## src/rtl/mem_access_stage.sv

```systemverilog
// rtl/mem_access_stage.sv - load/store memory access stage with bus handshake, alignment check and timeout
module mem_access_stage #(
   parameter int TIMEOUT = 16
) (
   input  logic        clk,
   input  logic        reset,
   input  logic        Start,
   input  logic        MemRead,
   input  logic        MemWrite,
   input  logic [1:0]  Size,
   input  logic        Unsigned,
   input  logic [31:0] Addr,
   input  logic [31:0] WriteData,
   output logic [31:0] ReadData,
   output logic        Done,
   output logic        MisalignErr,
   output logic        TimeoutErr,
   output logic        Stall,
   output logic        BusReq,
   output logic        BusWe,
   output logic [31:0] BusAddr,
   output logic [31:0] BusWData,
   output logic [3:0]  BusBe,
   input  logic [31:0] BusRData,
   input  logic        BusAck
);

   localparam int CW = (TIMEOUT > 1) ? $clog2(TIMEOUT) : 1;
   localparam logic [CW-1:0] CNT_LAST = CW'(TIMEOUT - 1);

   typedef enum logic {
      IDLE   = 1'b0,
      ACCESS = 1'b1
   } state_t;

   state_t        state, state_nxt;
   logic [CW-1:0] cnt;

   // Operation attributes captured at acceptance, needed to format the load result
   logic [1:0]    op_size;
   logic          op_uns;
   logic          op_read;
   logic [1:0]    op_lane;

   logic          accept, misalign, go, ack_hit, tmo_hit;
   logic [3:0]    be_nxt;
   logic [31:0]   wd_nxt;
   logic [7:0]    rd_byte;
   logic [15:0]   rd_half;
   logic [31:0]   rd_fmt;

   assign Stall  = (state == ACCESS);
   assign BusReq = (state == ACCESS);

   // Request qualification, alignment check and FSM next-state
   always_comb begin
      accept   = 1'b0;
      misalign = 1'b0;
      go       = 1'b0;
      ack_hit  = 1'b0;
      tmo_hit  = 1'b0;
      state_nxt = state;
      case (state)
         IDLE: begin
            accept   = Start && (MemRead ^ MemWrite) && (Size != 2'b11);
            misalign = ((Size == 2'b01) && Addr[0]) ||
                       ((Size == 2'b10) && (Addr[1:0] != 2'b00));
            go       = accept && !misalign;
            if (go) state_nxt = ACCESS;
         end
         ACCESS: begin
            // An ack on the last allowed cycle completes normally rather than timing out
            ack_hit = BusAck;
            tmo_hit = !BusAck && (cnt == CNT_LAST);
            if (ack_hit || tmo_hit) state_nxt = IDLE;
         end
         default: state_nxt = IDLE;
      endcase
   end

   // Byte enables and lane-replicated write data for the incoming request
   always_comb begin
      be_nxt = 4'b1111;
      wd_nxt = WriteData;
      case (Size)
         2'b00: begin
            be_nxt = 4'b0001 << Addr[1:0];
            wd_nxt = {4{WriteData[7:0]}};
         end
         2'b01: begin
            be_nxt = Addr[1] ? 4'b1100 : 4'b0011;
            wd_nxt = {2{WriteData[15:0]}};
         end
         default: begin
            be_nxt = 4'b1111;
            wd_nxt = WriteData;
         end
      endcase
   end

   // Lane select and sign/zero extension of the returned bus word
   always_comb begin
      rd_byte = BusRData[7:0];
      case (op_lane)
         2'd1:    rd_byte = BusRData[15:8];
         2'd2:    rd_byte = BusRData[23:16];
         2'd3:    rd_byte = BusRData[31:24];
         default: rd_byte = BusRData[7:0];
      endcase
      rd_half = op_lane[1] ? BusRData[31:16] : BusRData[15:0];
      rd_fmt  = BusRData;
      if (op_size == 2'b00)
         rd_fmt = {{24{~op_uns & rd_byte[7]}}, rd_byte};
      else if (op_size == 2'b01)
         rd_fmt = {{16{~op_uns & rd_half[15]}}, rd_half};
   end

   // State register and wait-cycle counter
   always_ff @(posedge clk) begin
      if (reset) begin
         state <= IDLE;
         cnt   <= '0;
      end else begin
         state <= state_nxt;
         if (go)
            cnt <= '0;
         else if (state == ACCESS && !BusAck)
            cnt <= cnt + 1'b1;
      end
   end

   // One-cycle status pulses, raised the cycle after the deciding edge
   always_ff @(posedge clk) begin
      if (reset) begin
         Done        <= 1'b0;
         MisalignErr <= 1'b0;
         TimeoutErr  <= 1'b0;
      end else begin
         Done        <= ack_hit;
         MisalignErr <= accept && misalign;
         TimeoutErr  <= tmo_hit;
      end
   end

   // Bus request fields, captured on acceptance and held until the next access
   always_ff @(posedge clk) begin
      if (reset) begin
         BusWe    <= 1'b0;
         BusAddr  <= '0;
         BusWData <= '0;
         BusBe    <= '0;
         op_size  <= '0;
         op_uns   <= 1'b0;
         op_read  <= 1'b0;
         op_lane  <= '0;
      end else if (go) begin
         BusWe    <= MemWrite;
         BusAddr  <= {Addr[31:2], 2'b00};
         BusWData <= wd_nxt;
         BusBe    <= be_nxt;
         op_size  <= Size;
         op_uns   <= Unsigned;
         op_read  <= MemRead;
         op_lane  <= Addr[1:0];
      end
   end

   // Load result register, updated only when a read is acknowledged
   always_ff @(posedge clk) begin
      if (reset)
         ReadData <= '0;
      else if (ack_hit && op_read)
         ReadData <= rd_fmt;
   end

endmodule

```

## config.mk

```make
export PLATFORM = sky130hd
export DESIGN_NAME = mem_access_stage
export DESIGN_NICKNAME = d
export VERILOG_FILES = /design/src/rtl/mem_access_stage.sv
export SDC_FILE = /design/constraint.sdc
export NUM_CORES = 1
export LEC_CHECK = 0
export CORE_MARGIN = 3
export CORE_UTILIZATION = 39
export DETAILED_ROUTE_END_ITERATION = 10
export MAX_ROUTING_LAYER = met4
export PLACE_DENSITY_LB_ADDON = 0.3
export SYNTH_ARGS = -nofsm -noshare
export SYNTH_HDL_FRONTEND = slang
export SYNTH_SLANG_ARGS = --single-unit
```

## constraint.sdc

```tcl
create_clock -name clk -period 1.4 [get_ports clk]
set_input_delay 0.21 -clock clk [delete_from_list [all_inputs] [get_ports clk]]
set_output_delay 0.21 -clock clk [all_outputs]
set_load 0.02 [all_outputs]
```

==> impl_metrics.py, run 1 <==
metrics = {
    "synth": {
        "synth-compound-area-share": 0.2952,
        "synth_area_per_cell_sq_um": 8.811,
        "seq_area_frac_synth": 0.4301,
        "ys_top_cells_by_area": "dfxtp_1, a21oi_1, a211oi_1, o21ai_0, nand3_1",
        "synth-main-ff-cell": "dfxtp_1",
        "synth_mux_area_frac": 0.07374,
        "synth_top_family_by_area": "compound AO/OA/AOI/OAI gates",
        "yosys.cell_types.count": 44,
        "ys_warn_count": 0,
        "synthCells": 597,
        "synthSimpleGateAreaFrac": 0.1199,
        "synth_xor_area_frac": 0.008088,
        "yosysTopAreaCellShare": 0.4301,
        "synth_async_sr_flop_share": 0,
        "yosys.area.top_type": "dfxtp_1",
        "synth_edf_count": 0,
        "syn_area_sq_mm": 0.005260,
        "ys_ff_latch": 113,
        "synthAdderAreaFrac": 0.002379,
    },
    "setup_path": {
        "crit_fanout": 7,
        "reg2regPathDepth": 5,
        "worst-endpoint-required_ps": 1680,
        "crit_chain": "buf_6 > and2b_2 > a22o_1 > a221oi_2 > a211oi_2",
        "r2r_slack_ps": -70,
        "end_kind": "flop",
        "reg2reg_from": "op_lane[1]",
        "cpPeakStageDelay_ps": 370,
        "critPathLaunchType": "flop",
        "cp_slowest_cell": "dfxtp_4",
        "critical_path_class": "reg -> reg",
        "cp.arrival_ps": 1750,
        "worstReg2RegEnd": "ReadData[4]",
    },
    "floorplanning": {
        "rows": 41,
        "die_w_um": 122.1,
        "io_pins": 211,
        "floorplan.initialDensity": 0.4085,
        "core-area_sq_mm": 0.01288,
        "die_y_um": 122.1,
        "design.die.area_sq_mm": 0.01492,
    },
    "placed_design": {
        "gp_congestion": 0.8966,
        "hpwl_um": 12930,
        "port_buffers": 208,
        "pre_cts_ws_ps": -1077,
        "place_area_sq_mm": 0.007840,
    },
    "clock_network": {
        "cts_hold_buf": 0,
        "cts_buffers": 17,
        "cts_tree": "built",
        "cts_sinks": 113,
        "h-tree-depth": 4,
        "cts.clk_slew.worst_paths_ps": 50,
        "cts.path.max_buffers": 2,
        "clock-root-buffer": "clkbuf_16",
        "clkLatencyLatePin_ps": 410,
    },
    "pwr": {
        "p_leak_nw": 3.769,
        "power_frac_comb": 0.202,
        "clockPowerShare": 0.453,
        "p_per_area_mw_per_mm2": 1074,
        "p_seq_frac": 0.345,
        "p_switching_mw": 2.562,
        "netSwitchingFraction": 0.2584,
        "ir_worst_vdd_v": 0.0009001,
        "internal-power_mw": 7.350,
        "totalPowerFinal_mw": 9.912,
    },
    "run_status": {
        "status": "complete, but fails checks",
        "failed_checks": "setup timing",
    },
    "worst_hold_path": {
        "hold_class": "in -> reg",
        "hold_path_startpoint": "reset",
        "hold_end": "Done",
        "min_path_cells": 2,
    },
    "grt": {
        "gr-usage-all-layers": 0.2632,
        "grt_pass1_vias": 5732,
        "grt_pass1_wl_um": 30060,
        "grt_overflow": 0,
        "antenna_found_initial": 2,
        "grt_max_degree": 55,
    },
    "timing": {
        "slew_viol_final": 0,
        "fmax_mhz": 681.2,
        "setup_slack_ps": -67.96,
        "hold_viol_final": 0,
        "fin_crit_sh": 1.049,
        "rsz0062_at_grt": "yes",
        "setup_viol": 48,
        "layout_min_cycle_time_ps": 1468,
        "finClkSkew_ps": 6.237,
    },
    "finish": {
        "final_common_cell": "dfxtp_1",
        "drive_gt1_frac": 0.2506,
        "fin_nets": 959,
        "layout_common_cells": "dfxtp_1, dlygate4sd2_1, clkdlybuf4s50_1",
        "post-route-cell-area_sq_mm": 0.009228,
        "area_growth_pct": 75.43,
    },
    "routing": {
        "drtAntennaViolNets": 0,
        "drt-total-wl_um": 20520,
        "drt-initial-drc-count": 428,
        "drcViolationCount": 0,
        "dr.pass1.iters": 7,
        "wl_per_cell_um": 19.73,
        "avgViaCountPerCell": 5.768,
        "vias": 5999,
    },
    "job": {
        "maxCapViolCount": 0,
    },
}
==> worst max-delay path by stage <==
| stage | from | end | slack [ps] |
|---|---|---|---|
| 5_1_grt | op_lane[1] | ReadData[4] | -130 |
| 4_1_cts | op_lane[1] | ReadData[23] | -100 |
| 2_1_floorplan | op_lane[1] | ReadData[5] | 50 |
| 6_report | op_lane[1] | ReadData[4] | -70 |
| 3_3_place_gp | Size[1] | BusBe[0] | -950 |
| 3_5_place_dp | Size[1] | BusWData[13] | -1080 |
==> sequential cells by signal, summed over array words and instances, names as in the netlist <==
register	cells
BusWData	32
ReadData	32
BusAddr	30
BusBe	4
cnt	4
op_lane	2
op_size	2
BusReq	1
BusWe	1
Done	1
MisalignErr	1
TimeoutErr	1
op_read	1
op_uns	1
==> metal layers <==
layer / routed length [um] / vias up / share of wire / GRT usage
met5: 0 / - / 0 / -
met4: 720 / 0 / 0.035 / 0.1176
met3: 1634 / 62 / 0.080 / 0.07939
met2: 10080 / 302 / 0.49 / 0.4106
met1: 8085 / 2900 / 0.39 / 0.3148
li1: - / 2735 / - / -
==> kinds of logic after synthesis <==
| family | Yosys count |
|---|---|
| AO/OA/AOI/OAI | 235 |
| AND/OR/NAND/NOR | 144 |
| flip-flops | 113 |
| buffers and inverters | 69 |
| multiplexers | 30 |
| XOR/XNOR | 4 |
| adder cells (fa/ha/maj) | 1 |
| other | 1 |
==> metrics by stage <==
| stage | setup TNS [ps] | std cells | hold WS (ps) | utilization |
|---|---|---|---|---|
| floorplan | 0 | 598 | 287.9 | - |
| global placement | -65810 | 976 | 458.9 | 0.6089 |
| detailed placement | -71670 | 976 | 466.5 | 0.6089 |
| CTS | -1533 | 1025 | 183.2 | 0.6782 |
| global route | -4254 | 1040 | 243.2 | 0.7166 |
| finish | -1368 | 1040 | 215.6 | 0.7166 |
==> critical path: cells and delay by family, from the launching register on <==
| kind | cells | cell delay, ps |
|---|---|---|
| AO/OA/AOI/OAI | 3 | 590 |
| flip-flops | 1 | 370 |
| AND/OR/NAND/NOR | 1 | 250 |
| buffers and inverters | 1 | 120 |
==> power groups by stage <==
stage	Clock, mW	Sequential, mW	Combinational, mW
2_1_floorplan	0	3.60	0.682
3_3_place_gp	0	3.47	1.64
3_5_place_dp	0	3.48	1.68
4_1_cts	4.53	3.41	1.78
5_1_grt	4.71	3.43	2.11
6_report	4.49	3.42	2.00
==> synth_stat cells (7+ instances only) <==
cell type / n
dfxtp_1: 113
a21oi_1: 76
o21ai_0: 51
nand3_1: 47
nand2_1: 45
nor2_1: 37
a211oi_1: 35
clkbuf_1: 28
mux2i_1: 23
buf_2: 19
a22o_1: 14
buf_4: 12
a311oi_1: 11
o21ai_1: 11
a22oi_1: 8
o2111ai_1: 8
a221oi_1: 7
mux4_2: 7
==> timing repair <==
action	CTS	global route
endpoints found under the setup margin	213	115
gates cloned	6	8
gates resized for setup	155	78
pin swaps	4	27
buffers inserted	12	8
==> area by class of cell <==
class | instances | area (sq um)
Antenna cell | 2 | 5.005
Clock buffer | 23 | 498.0
Clock inverter | 9 | 127.6
Fill cell | 1002 | 3649
Inverter | 3 | 17.52
Multi-Input combinational cell | 418 | 3017
Sequential cell | 113 | 2270
Tap cell | 172 | 215.2
Timing Repair Buffer | 300 | 3078
Note: power is estimated with default switching activity, not from simulation.
==> inputs of run 2 (changes only) <==
- CORE_MARGIN: 3 -> 8
==> run 2 against run 1 <==
Die area grew 17%. The flow still finishes with violations (setup timing). Non-clock buffer count shrank 5. Cell area is 1.8% lower. Via count down 1.4%. Critical path type unchanged. First-iteration DRC count shrank 6.8%. Routed wire length is 2.0% higher. Utilization down 3.0 points. Clock power up 6.2%. Register-to-register slack worse by 50 ps.
==> impl_metrics.py, run 2 (synthesis gave the netlist of run 1 again) <==
metrics = {
    "finish": {
        "layout_common_cells": "dfxtp_1, dlygate4sd2_1, clkdlybuf4s50_1",
        "reg_top3": "BusWData x32, ReadData x32, BusAddr x30",
        "final_common_cell": "dfxtp_1",
        "utilization": 0.6871,
        "post-route-cell-area_sq_mm": 0.009062,
        "drive_gt1_frac": 0.2273,
        "finalNonFillerCells": 1035,
        "area_growth_pct": 72.29,
        "fin_nets": 952,
    },
    "floorplanning": {
        "die_y_um": 132.1,
        "floorplan.initialDensity": 0.3988,
        "rows": 42,
        "design.die.area_sq_mm": 0.01746,
        "io_pins": 211,
        "core-area_sq_mm": 0.01319,
        "die_w_um": 132.1,
    },
    "pwr": {
        "p_leak_nw": 3.699,
        "p_per_area_mw_per_mm2": 1117,
        "totalPowerFinal_mw": 10.12,
        "ir_worst_vdd_v": 0.0008201,
    },
    "timing": {
        "fmax_mhz": 659.6,
        "slew_viol_final": 0,
        "hold_slack_ps": 205.2,
        "hold_viol_final": 0,
        "setup_viol": 35,
        "finClkSkew_ps": 9.480,
        "layout_min_cycle_time_ps": 1516,
        "fin_crit_sh": 1.083,
        "rsz0062_at_grt": "yes",
        "setup_slack_ps": -116.0,
    },
    "clock_network": {
        "clock-root-buffer": "clkbuf_16",
        "cts_tree": "built",
        "h-tree-depth": 4,
        "clkLatencyLatePin_ps": 420,
        "cts_buffers": 17,
        "cts.path.max_buffers": 2,
        "cts_sinks": 113,
        "cts.clk_slew.worst_paths_ps": 50,
        "cts_hold_buf": 0,
    },
    "setup_path": {
        "reg2reg_from": "BusReq",
        "r2r_slack_ps": -120,
        "critPathLaunchType": "flop",
        "end_kind": "flop",
        "cp.arrival_ps": 1810,
        "worstReg2RegEnd": "BusBe[0]",
        "crit_fanout": 5,
        "worst-endpoint-required_ps": 1690,
        "critical_path_class": "reg -> reg",
        "reg2regPathDepth": 6,
        "critPathLaunch": "BusReq",
    },
    "grt": {
        "grt_pass1_vias": 5830,
        "grt_max_degree": 38,
        "antenna_found_initial": 1,
        "grt_pass1_wl_um": 31040,
        "grt_overflow": 0,
        "gr-usage-all-layers": 0.2272,
    },
    "placed_design": {
        "gp_congestion": 0.8709,
        "dp_cells": 976,
        "place_area_sq_mm": 0.007840,
        "port_buffers": 208,
        "hpwl_um": 14000,
    },
    "worst_hold_path": {
        "hold_end": "Done",
        "min_path_cells": 2,
        "hold_path_startpoint": "reset",
        "hold_class": "in -> reg",
    },
    "routing": {
        "wl_per_cell_um": 20.22,
        "avgViaCountPerCell": 5.715,
        "drt-initial-drc-count": 399,
        "vias": 5915,
        "drcViolationCount": 0,
        "drt-total-wl_um": 20920,
        "drtAntennaViolNets": 0,
        "dr.pass1.iters": 5,
    },
    "job": {
        "maxCapViolCount": 0,
    },
    "run_status": {
        "status": "complete, but fails checks",
        "failed_checks": "setup timing",
    },
}
run 2: power breakdown:
part	switching, mW	leakage, nW	internal, mW
clock	1.49	0.319	3.28
sequential	0.0796	0.919	3.34
combinational	0.996	2.46	0.931
total	2.57	3.70	7.55
run 2: layer usage:
layer	vias to the layer above	routed length [um]	global-route usage
li1	2725	-	-
met1	2809	8243	0.2548
met2	311	10160	0.3584
met3	70	1696	0.07012
met4	0	823	0.1187
met5	-	0	-
run 2: cell type report:
cell class | count | area [sq um]
diodes | 1 | 2.502
repair buffers | 295 | 2963
well taps | 176 | 220.2
inverters | 3 | 17.52
fillers | 1014 | 4128
clock inverters | 10 | 181.4
flip-flops and latches | 113 | 2271
multi-input cells | 416 | 2937
clock buffers | 21 | 470.5
run 2: worst max path at each step:
stage	endpoint	slack, ps
2_1_floorplan	ReadData[5]	50
3_3_place_gp	BusBe[0]	-460
3_5_place_dp	BusWData[13]	-510
4_1_cts	ReadData[30]	-20
5_1_grt	BusBe[0]	-170
6_report	BusBe[0]	-120
run 2: repair_timing:
item,in CTS,in global routing
gates cloned,3,5
buffers inserted,10,9
pin swaps,2,29
gates resized for setup,121,108
endpoints found under the setup margin,197,82
run 2: worst max-delay path, cell delays in order, from the launching register on:
cell and delay, ps:
dfxtp_4 360, inv_4 60, o2111a_2 350, buf_6 170, buf_12 120, a21oi_2 50
a311oi_1 280
run 2: stage by stage:
| stage | setup TNS (ps) | setup slack, ps |
|---|---|---|
| after floorplan | 0 | 45.57 |
| after global placement | -39500 | -460.5 |
| after detailed placement | -42520 | -509.9 |
| after CTS | -128.5 | -15.98 |
| after global routing | -4777 | -169.3 |
| final | -821.2 | -116.0 |
==> inputs of run 3 (changes only) <==
- CORE_UTILIZATION: 39 -> 52
- DONT_BUFFER_PORTS: unset -> 1
==> run 3 against run 2 <==
The flow finishes with violations (hold timing). Sequential power up 4%. Global-route usage up 1.1 points. Maximum frequency up 8.3%. Critical path type unchanged. Count of clock-buffer cells in the layout fell by 2. Critical path depth fell by 1. Register-to-register slack better by 120 ps. Utilization is 5.0 points lower. Routed wire length fell by 22%.
==> impl_metrics.py, run 3 (synthesis gave the netlist of run 1 again) <==
metrics = {
    "floorplanning": {
        "io_pins": 211,
        "rows": 36,
        "die_w_um": 116.6,
        "die_y_um": 116.6,
        "design.die.area_sq_mm": 0.01359,
        "core-area_sq_mm": 0.009819,
        "floorplan.initialDensity": 0.5357,
    },
    "timing": {
        "setup_viol": 0,
        "slew_viol_final": 0,
        "max_slew_margin": 0.6384,
        "layout_min_cycle_time_ps": 1400,
        "finClkSkew_ps": 8.493,
        "hold_slack_ps": -219.0,
        "setup_slack_ps": 0.1310,
        "worstMarginPinSlew_ps": 540.4,
        "fin_crit_sh": 0.9999,
        "hold_viol_final": 112,
        "rsz0062_at_grt": "yes",
        "fmax_mhz": 714.4,
    },
    "finish": {
        "layout_common_cells": "dfxtp_1, a21oi_1, o21ai_0",
        "fin_nets": 697,
        "final_common_cell": "dfxtp_1",
        "fillCellCount": 851,
        "diodes": 0,
        "utilization": 0.6370,
        "area_growth_pct": 18.91,
        "finalNonFillerCells": 737,
        "reg_top3": "BusWData x32, ReadData x32, BusAddr x30",
        "drive_gt1_frac": 0.1738,
    },
    "placed_design": {
        "pre_cts_ws_ps": -50.84,
        "port_buffers": 0,
        "hpwl_um": 11410,
        "gp_congestion": 0.8407,
        "dp_cells": 696,
    },
    "clock_network": {
        "cts_hold_buf": 2,
        "cts.path.max_buffers": 2,
        "cts_buffers": 17,
        "cts.clk_slew.worst_paths_ps": 60,
        "cts_tree": "built",
        "cts_sinks": 113,
        "h-tree-depth": 4,
        "clkLatencyLatePin_ps": 520,
        "clock-root-buffer": "clkbuf_8",
    },
    "grt": {
        "antenna_found_initial": 0,
        "grt_max_degree": 114,
        "gr-usage-all-layers": 0.2383,
        "grt_overflow": 0,
        "grt_pass1_vias": 4562,
        "grt_pass1_wl_um": 24270,
    },
    "pwr": {
        "p_leak_nw": 2.097,
        "ir_worst_vdd_v": 0.0008134,
        "totalPowerFinal_mw": 9.096,
        "p_per_area_mw_per_mm2": 1454,
    },
    "routing": {
        "dr.pass1.iters": 5,
        "drcViolationCount": 0,
        "drt-total-wl_um": 16370,
        "drtAntennaViolNets": 0,
        "avgViaCountPerCell": 6.269,
        "wl_per_cell_um": 22.21,
        "vias": 4620,
        "drt-initial-drc-count": 426,
    },
    "setup_path": {
        "reg2regPathDepth": 5,
        "r2r_slack_ps": 0.1,
        "critical_path_class": "reg -> reg",
        "cp.arrival_ps": 1790,
        "critPathLaunchType": "flop",
        "end_kind": "flop",
        "crit_fanout": 6,
        "worst-endpoint-required_ps": 1790,
    },
    "job": {
        "maxCapViolCount": 0,
    },
    "run_status": {
        "failed_checks": "hold timing",
        "status": "complete, but fails checks",
    },
    "worst_hold_path": {
        "hold_class": "in -> reg",
        "min_path_cells": 1,
    },
}
==> run 3: cell count changes in the layout (fill, tap and decap cells not counted), sizes merged, moves of 2 or more <==
cell           before  now
dlygate4sd3         0    2
clkdlybuf4s15       3    0
clkdlybuf4s50      99    0
buf                84   38
clkbuf             25   19
dlygate4sd2       105    0
clkinvlp            2    6
==> run 3: what timing repair did <==
item,CTS,global route
gates resized for setup,1,20
pin swaps,0,1
setup buffers,0,7
endpoints found under the hold margin,113,112
setup endpoints to repair,21,66
==> run 3: cell type report <==
type / count / area, sq um / area share
multi-input cells: 416 / 2709 / 0.4331
repair buffers: 40 / 454.2 / 0.07261
clock inverters: 13 / 210.2 / 0.03361
clock buffers: 19 / 431.7 / 0.06901
inverters: 3 / 15.01 / 0.002400
flip-flops and latches: 113 / 2268 / 0.3627
well taps: 133 / 166.4 / 0.02661
==> run 3: routing by layer <==
metal / global-route usage / vias to the layer above / wire [um]
li1: - / 2192 / -
met1: 0.2497 / 2179 / 5970
met2: 0.3852 / 223 / 8053
met3: 0.1163 / 26 / 2054
met4: 0.08276 / 0 / 293
met5: - / - / 0
==> run 3: through the flow <==
step	instance area, sq um	hold WS [ps]	setup TNS [ps]
after global routing	6255	-249.1	-1152
after CTS	6140	-248.8	-42.45
after global placement	5477	289.9	0
final	6255	-219.0	0
after detailed placement	5477	294.7	-210.5
after floorplan	5278	287.9	0
==> run 3: power by group <==
group	internal (mW)	switching, mW	total, mW
Combinational	0.383	0.456	0.839
Sequential	3.34	0.231	3.57
Clock	3.12	1.57	4.69
==> run 3: worst paths after layout <==
path,from,to
worst max register to register,op_lane[1],ReadData[3]
worst min-delay path,reset,ReadData[6]
worst min register to register,op_uns,op_uns
worst max-delay path,op_lane[1],ReadData[3]
==> run 3: critical path: stages (launching register included) <==
cell and delay [ps]:
dfxtp_4 400, clkinvlp_4 170, buf_6 170, a22o_1 200
a221oi_1 240, a211oi_1 110
